--- config.mk ---
export PLATFORM = sky130hd
export DESIGN_NAME = countdown_timer_flat
export DESIGN_NICKNAME = d
export VERILOG_FILES = /design/src/rtl/countdown_timer_if.sv /design/src/rtl/countdown_timer.sv /design/src/flat_wrapper.sv
export SDC_FILE = /design/constraint.sdc
export NUM_CORES = 1
export LEC_CHECK = 0
export BUFFER_PORTS_ARGS = -buffer_cell sky130_fd_sc_hd__buf_2
export CORE_MARGIN = 3
export CORE_UTILIZATION = 35
export CTS_CLUSTER_DIAMETER = 40
export CTS_CLUSTER_SIZE = 20
export DETAILED_ROUTE_END_ITERATION = 8
export GPL_TIMING_DRIVEN = 0
export HOLD_SLACK_MARGIN = 0.06
export PLACE_DENSITY_LB_ADDON = 0.3
export SETUP_SLACK_MARGIN = 0.05
export SYNTH_ARGS = -nofsm -noshare
export SYNTH_HDL_FRONTEND = slang
export SYNTH_SLANG_ARGS = --single-unit
--- constraint.sdc ---
create_clock -name clk -period 2.7 [get_ports clk]
set_input_delay 0.27 -clock clk [delete_from_list [all_inputs] [get_ports clk]]
set_output_delay 0.27 -clock clk [all_outputs]
set_load 0.005 [all_outputs]
--- src/rtl/countdown_timer_if.sv ---
// Bundles the load handshake, run controls and timer status of countdown_timer.
// The master side (controller) drives loads and controls; the slave side (timer)
// returns count, busy, done and load_ready.
interface countdown_timer_if #(
    parameter int N = 4
) ();
    logic         load_valid;
    logic [N-1:0] load_value;
    logic         load_ready;
    logic         start;
    logic         pause;
    logic         stop;
    logic         tick_en;
    logic         auto_reload;
    logic [N-1:0] count;
    logic         busy;
    logic         done;

    modport master (
        output load_valid, load_value, start, pause, stop, tick_en, auto_reload,
        input  load_ready, count, busy, done
    );

    modport slave (
        input  load_valid, load_value, start, pause, stop, tick_en, auto_reload,
        output load_ready, count, busy, done
    );
endinterface

--- src/rtl/countdown_timer.sv ---
// Loadable N-bit down-counting timer (N in 4..8).
// The count register feeds a saturating decrementor whose result is written back
// on every enabled tick while running. Reaching terminal count raises a one-cycle
// done pulse and either returns to idle or reloads the last loaded value.
// Per-cycle priority: rst > stop > load > pause > start > tick_en.
module countdown_timer #(
    parameter int N = 4
) (
    input  logic               clk,
    input  logic               rst,
    countdown_timer_if.slave   tif
);
    typedef enum logic [1:0] {
        ST_IDLE = 2'd0,
        ST_RUN  = 2'd1,
        ST_HOLD = 2'd2
    } state_t;

    localparam logic [N-1:0] CNT_ZERO = {N{1'b0}};
    localparam logic [N-1:0] CNT_ONE  = {{(N-1){1'b0}}, 1'b1};

    // Saturating decrement: zero stays zero so the count can never wrap to all-ones.
    function automatic logic [N-1:0] decrementor(input logic [N-1:0] value);
        logic [N-1:0] result;
        if (value == CNT_ZERO) begin
            result = CNT_ZERO;
        end else begin
            result = value - CNT_ONE;
        end
        return result;
    endfunction

    state_t       state_r;
    logic [N-1:0] count_r;
    logic [N-1:0] reload_r;
    logic         done_r;
    logic [N-1:0] dec_s;

    // Next value offered by the decrementor for the current count.
    always_comb begin
        dec_s = decrementor(count_r);
    end

    // Timer FSM: state, count, reload value and the registered done pulse.
    always_ff @(posedge clk) begin
        if (rst) begin
            state_r  <= ST_IDLE;
            count_r  <= CNT_ZERO;
            reload_r <= CNT_ZERO;
            done_r   <= 1'b0;
        end else begin
            done_r <= 1'b0;
            if (tif.stop) begin
                state_r <= ST_IDLE;
                count_r <= CNT_ZERO;
            end else if (tif.load_valid && (state_r != ST_RUN)) begin
                // Loads are accepted in IDLE and HOLD and always leave the timer idle.
                state_r  <= ST_IDLE;
                count_r  <= tif.load_value;
                reload_r <= tif.load_value;
            end else begin
                case (state_r)
                    ST_IDLE: begin
                        // A zero count cannot be started; it would give a spurious done.
                        if (tif.start && (count_r != CNT_ZERO)) begin
                            state_r <= ST_RUN;
                        end else begin
                            state_r <= ST_IDLE;
                        end
                    end
                    ST_RUN: begin
                        if (tif.pause) begin
                            state_r <= ST_HOLD;
                        end else if (tif.tick_en) begin
                            if (count_r == CNT_ONE) begin
                                done_r <= 1'b1;
                                if (tif.auto_reload) begin
                                    count_r <= reload_r;
                                end else begin
                                    count_r <= CNT_ZERO;
                                    state_r <= ST_IDLE;
                                end
                            end else if (count_r == CNT_ZERO) begin
                                // Unreachable while running; recover to idle quietly.
                                state_r <= ST_IDLE;
                            end else begin
                                count_r <= dec_s;
                            end
                        end else begin
                            state_r <= ST_RUN;
                        end
                    end
                    ST_HOLD: begin
                        if (tif.start && !tif.pause) begin
                            state_r <= ST_RUN;
                        end else begin
                            state_r <= ST_HOLD;
                        end
                    end
                    default: begin
                        state_r <= ST_IDLE;
                        count_r <= CNT_ZERO;
                    end
                endcase
            end
        end
    end

    // Status outputs come straight from registers; no input reaches them combinationally.
    assign tif.count      = count_r;
    assign tif.done       = done_r;
    assign tif.busy       = (state_r == ST_RUN) || (state_r == ST_HOLD);
    assign tif.load_ready = (state_r != ST_RUN);
endmodule

--- src/flat_wrapper.sv ---
// flat-port wrapper written by rule: the top's interface ports become plain ports
module countdown_timer_flat 
#(
    parameter int N = 4
)
  (clk, rst, tif_load_valid, tif_load_value, tif_start, tif_pause, tif_stop, tif_tick_en, tif_auto_reload, tif_load_ready, tif_count, tif_busy, tif_done);
  countdown_timer_if #(.N(N)) tif_i ();
  input  logic clk;
  input  logic rst;
  input wire logic [$bits(tif_i.load_valid)-1:0] tif_load_valid;
  input wire logic [$bits(tif_i.load_value)-1:0] tif_load_value;
  input wire logic [$bits(tif_i.start)-1:0] tif_start;
  input wire logic [$bits(tif_i.pause)-1:0] tif_pause;
  input wire logic [$bits(tif_i.stop)-1:0] tif_stop;
  input wire logic [$bits(tif_i.tick_en)-1:0] tif_tick_en;
  input wire logic [$bits(tif_i.auto_reload)-1:0] tif_auto_reload;
  output wire logic [$bits(tif_i.load_ready)-1:0] tif_load_ready;
  output wire logic [$bits(tif_i.count)-1:0] tif_count;
  output wire logic [$bits(tif_i.busy)-1:0] tif_busy;
  output wire logic [$bits(tif_i.done)-1:0] tif_done;
  assign tif_i.load_valid = tif_load_valid;
  assign tif_i.load_value = tif_load_value;
  assign tif_i.start = tif_start;
  assign tif_i.pause = tif_pause;
  assign tif_i.stop = tif_stop;
  assign tif_i.tick_en = tif_tick_en;
  assign tif_i.auto_reload = tif_auto_reload;
  assign tif_load_ready = tif_i.load_ready;
  assign tif_count = tif_i.count;
  assign tif_busy = tif_i.busy;
  assign tif_done = tif_i.done;
  countdown_timer #(.N(N)) u_core (.clk(clk), .rst(rst), .tif(tif_i));
endmodule
**Word level (Yosys, flattened, before mapping)**

Index checks and enable logic that the tools add are counted.

- Flip-flop bits (word level): 11
- Word-level logic and storage cells: 49
- Input port bits: 12
- Output and inout bits: 7

- Equality and inequality tests: 10
- Add/sub/neg operators: 1
- Reductions and logical operators: 15
- Bitwise logic cells: 3
- Multiplexer cells: 16

Operator list:

| cell | number |
|---|---|
| 4-bit two-way mux | 6 |
| 2-bit two-way mux | 6 |
| 4-bit one-hot mux with 2 select lines | 1 |
| 3-bit by 2-bit inequality test with 1-bit output (second input constant) | 2 |
| 2-bit one-hot mux with 3 select lines | 1 |
| 6-bit OR reduction | 1 |
| 5-bit by 3-bit inequality test with 1-bit output (second input constant) | 1 |
| 5-bit inequality test (second input constant) | 1 |
| 4-bit by 1-bit == test with 1-bit output (second input constant) | 1 |
| 4-bit zero test | 1 |
| 2-bit by 1-bit inequality test with 1-bit output (second input constant) | 2 |
| 4-bit by 2-bit inequality test with 1-bit output (second input constant) | 1 |
| 2-bit AND reduction | 2 |
| 4-bit AND reduction | 1 |
| 4-bit nonzero test | 1 |
| 2-bit OR reduction | 2 |
| 4-bit by 1-bit subtractor with 4-bit output (second input constant) | 1 |
| 1-bit logical AND | 3 |
| 1-bit inverter | 3 |
| 3-bit OR reduction | 1 |
| 2-bit by 1-bit == test with 1-bit output (second input constant) | 1 |
| 2-bit == test (second input constant) | 1 |
| 2-bit zero test | 1 |
| 1-bit two-way mux | 2 |
| 2 further kinds | 2 |

**Longest topological paths before layout**

- Word-level depth: 7
- Depth in mapped cells: 7

**Worst setup path after synthesis**

OpenSTA, ideal clock, no wires.

- Path kind: register to register
- Start point: reg u_core.count_r[1] (netlist: u_core.tif.count[1])
- End point: reg u_core.count_r[1] (netlist: u_core.tif.count[1])
- Setup time: 117 ps
- Required time: 2583 ps
- Cell stages (with the launch flop): 7
- Path buffers: 0
- Path slack: 809 ps
- Data arrival time: 1774 ps
- Path through: dfxtp_1 inv_1 ha_1 or4b_4 a211oi_1 nor3_1 a32o_1

- Cells in the longest elaborated chain, start to end: 7
- Elaborated cells on any way between the ends: 11
- Those cells by class: 1 x add/sub; 2 x eq/ne; 6 x mux; 2 x reduce/logical

RTL lines:

| what | RTL line | RTL |
|---|---|---|
| from (decl) | countdown_timer.sv:34 | `logic [N-1:0] count_r;` |
| from (signal assigned) | countdown_timer.sv:59 | `count_r <= tif.load_value;` |
| from (signal assigned) | countdown_timer.sv:78 | `count_r <= reload_r;` |
| from (signal assigned) | countdown_timer.sv:87 | `count_r <= dec_s;` |
| 4-bit by 1-bit subtractor with 4-bit output | countdown_timer.sv:28 | `result = value - CNT_ONE;` |
| 4-bit two-way mux | countdown_timer.sv:83 | `end else if (count_r == CNT_ZERO) begin` |
| 4-bit two-way mux | countdown_timer.sv:75 | `if (count_r == CNT_ONE) begin` |
| 4-bit two-way mux | countdown_timer.sv:74 | `end else if (tif.tick_en) begin` |
| 4-bit two-way mux | countdown_timer.sv:72 | `if (tif.pause) begin` |
| 4-bit one-hot mux with 2 select lines | countdown_timer.sv:62 | `case (state_r)` |
| 4-bit two-way mux | countdown_timer.sv:56 | `end else if (tif.load_valid && (state_r != ST_RUN)) begin` |

Parallel ways exist; a longest one is shown, timed or not. The select of a mux whose other input is x is not followed.
A chain may end at the register's enable or synchronous reset.

**Final worst setup path**

- Start point: reg u_core.count_r[0] (netlist: u_core.tif.count[0])
- End point: reg u_core.state_r[0]

- Cells in the longest elaborated chain, start to end: 5
- Elaborated cells on any way between the ends: 12
- Those cells by class: 3 x eq/ne; 5 x mux; 4 x reduce/logical

RTL lines:

| what | RTL line | RTL |
|---|---|---|
| 4-bit by 1-bit == test with 1-bit output | countdown_timer.sv:75 |  |
| 2-bit two-way mux | countdown_timer.sv:75 |  |
| 2-bit two-way mux | countdown_timer.sv:74 |  |
| 2-bit two-way mux | countdown_timer.sv:72 |  |
| 2-bit one-hot mux with 3 select lines | countdown_timer.sv:62 |  |
| to (signal assigned) | countdown_timer.sv:66 | `state_r <= ST_RUN;` |
| to (signal assigned) | countdown_timer.sv:68 | `state_r <= ST_IDLE;` |
| to (signal assigned) | countdown_timer.sv:73 | `state_r <= ST_HOLD;` |
| to (decl) | countdown_timer.sv:33 | `state_t state_r;` |

Parallel ways exist; a longest one is shown, timed or not.

==> qor.csv <==
metric,value,unit
final_cell_area,914.6,sq um
grt_max_degree,11,
min_path_type,in2reg,
final.min_clock_period,2.081,ns
grt_pass1_vias,711,
combPwrFrac,0.176,
cts_tree,yes,
cts_sinks,11,
synth_fp_nets,108,
start_util,0.3781,
p_sw,0.1039,mW
peakVddDrop,260.3,uV
p_seq_frac,0.484,
placed_area,888.4,sq um
h-tree-depth,1,
synth-edff-count,0,
pwr-share-clk,0.340,
syn_avg_cell_area,8.494,sq um
synth-simple-area-share,0.2635,
clock_path_buffers,2,
synth-seq-cells,11,
antenna_cells,0,
relSlewSlack,0.4805,
skew,0.005201,ns
arrival,2.29,ns
worstMarginPinSlew,0.7684,ns
worst_ep_required_time,2.91,ns
period_share,0.7709,
dr.pass1.iters,4,
synth_cell_types,32,
powerDensity,393.7,mW/mm^2
antenna_found_initial,0,
fmax,480.5,MHz
die_h,52.74,um
synthMuxAreaShare,0.08020,
grt_pass1_wl,3118,um
cts-hold-fix-buffers,0,
critPathLaunchType,register,
fillCellCount,212,
vias,752,
holdWs,0.2060,ns
gp_congestion,0.7756,
drc,0,
synth_top_family_by_area,simple AND/OR/NAND/NOR gates,
cp-end-kind,register,
synthAdderAreaFrac,0.09820,
ctsResizeCount,0,
num_rows,16,
yosys_most_used_dff,dfxtp_1,
clk_latency,0.29,ns
numCtsBuffers,3,
setup_viol,0,
viasPerCell,5.410,
layout.nets,131,
die_w,52.74,um
cts-root-buf,clkbuf_4,
grt-ovfl-total,0,
portBuffers,18,
wire_per_inst,13.71,um
async_flop_share,0,
grtUsageTotal,0.1563,
synth_compound_area_frac,0.2259,
final_common_cell,buf_2,
setup_tns,0,ns
postCtsSetupRepairBufs,0,
hpwl,1503,um
status,finished clean,
maxCapViolCount,0,
cp_max_fo,7,
cellLeakagePower,0.3663,nW
synth_xor_area_frac,0,
cts.clk_slew.worst_paths,0.08,ns
fp.dieArea,0.002781,sq mm
finalHoldViolations,0,
routed_wirelength,1906,um
rsz0062_at_grt,no,
yosysSeqAreaShare,0.2881,
final_cell_mix,"buf_2 (18), dfxtp_1 (11), nor2_1 (7)",
coreArea,0.002022,sq mm
crit_type,reg2reg,
yosysWarnings,0,
intPower,0.2562,mW
final_antenna_net_count,0,
ios,19,
syn2layout_area_growth,19.64,%
synth.cell_area,764.5,sq um
p_sw_frac,0.2885,
slew_viol_final,0,
drt-initial-drc-count,8,
synth_cells,90,
drive_above_1_share,0.2589,
-- area by class of cell --
class	instances	area [sq um]	area share
multi-input cells	71	510.5	0.5581
flip-flops and latches	11	220.2	0.2408
plain buffers	2	11.26	0.01231
well taps	27	33.78	0.03694
clock buffers	4	26.28	0.02873
repair buffers	18	90.09	0.09850
inverters	6	22.52	0.02462
-- cells in the mapped netlist, drive strengths merged, types with 3 or more instances --
cell type  count  area (sq um)
nand2          4         15.01
a21oi          6         30.03
nand3          3         15.01
a211oi         3         27.52
o21ai          5         25.02
nand2b         3         18.77
inv            6         22.52
nor2           7         26.28
nor2b          3         18.77
mux2i          5         50.05
nor3           6         30.03
ha             6         75.07
dfxtp         11         220.2
-- metrics by stage --
stage,worst slack [ns],power (mW),utilization,instances
2_1_floorplan,0.8091,0.2167,-,90
4_1_cts,0.6287,0.3624,0.4524,139
3_3_place_gp,0.6642,0.2399,0.4394,135
6_report,0.6187,0.3601,0.4524,139
5_1_grt,0.4659,0.3755,0.4524,139
3_5_place_dp,0.6391,0.2412,0.4394,135
-- cell families after synthesis --
group / Yosys count
adder cells (fa/ha/maj): 6
flip-flops: 11
multiplexers: 6
AND/OR/NAND/NOR: 34
AO/OA/AOI/OAI: 25
buffers and inverters: 8
-- critical path: stages (launching register included) --
cell and delay [ns]:
dfxtp_1 0.43, ha_1 0.31, nor4b_1 0.67, nor3b_4 0.11, a211o_1 0.27, a211oi_2 0.21
-- metal layers --
layer	track usage	up-vias	wire, um
li1	-	373	-
met1	0.1983	349	865
met2	0.2293	25	863
met3	0.03704	5	134
met4	0.1064	0	42
met5	0	-	0
-- registers in the layout, indices dropped and copies added (netlist names) --
name / cells
u_core.tif.done: 1
u_core.tif.count: 4
u_core.state_r: 2
u_core.reload_r: 4
-- power by group through the flow --
stage                     sequential (mW)  clock (mW)  combinational [mW]
after CTS                           0.174       0.125              0.0635
final                               0.174       0.122              0.0633
after global placement              0.178           0              0.0624
after floorplan                     0.176           0              0.0403
after global routing                0.175       0.130              0.0707
after detailed placement            0.178           0              0.0632
-- final timing paths --
kind / start / to / slack [ns] / cells after the start
worst max-delay path: u_core.tif.count[0] / u_core.state_r[0] / 0.62 / 5
worst min-delay path: rst / u_core.reload_r[3] / 0.21 / 2
worst max register to register: u_core.tif.count[0] / u_core.state_r[0] / 0.62 / 5
worst min register to register: u_core.reload_r[0] / u_core.reload_r[0] / 0.51 / 2
(Power assumes the default switching activity.)
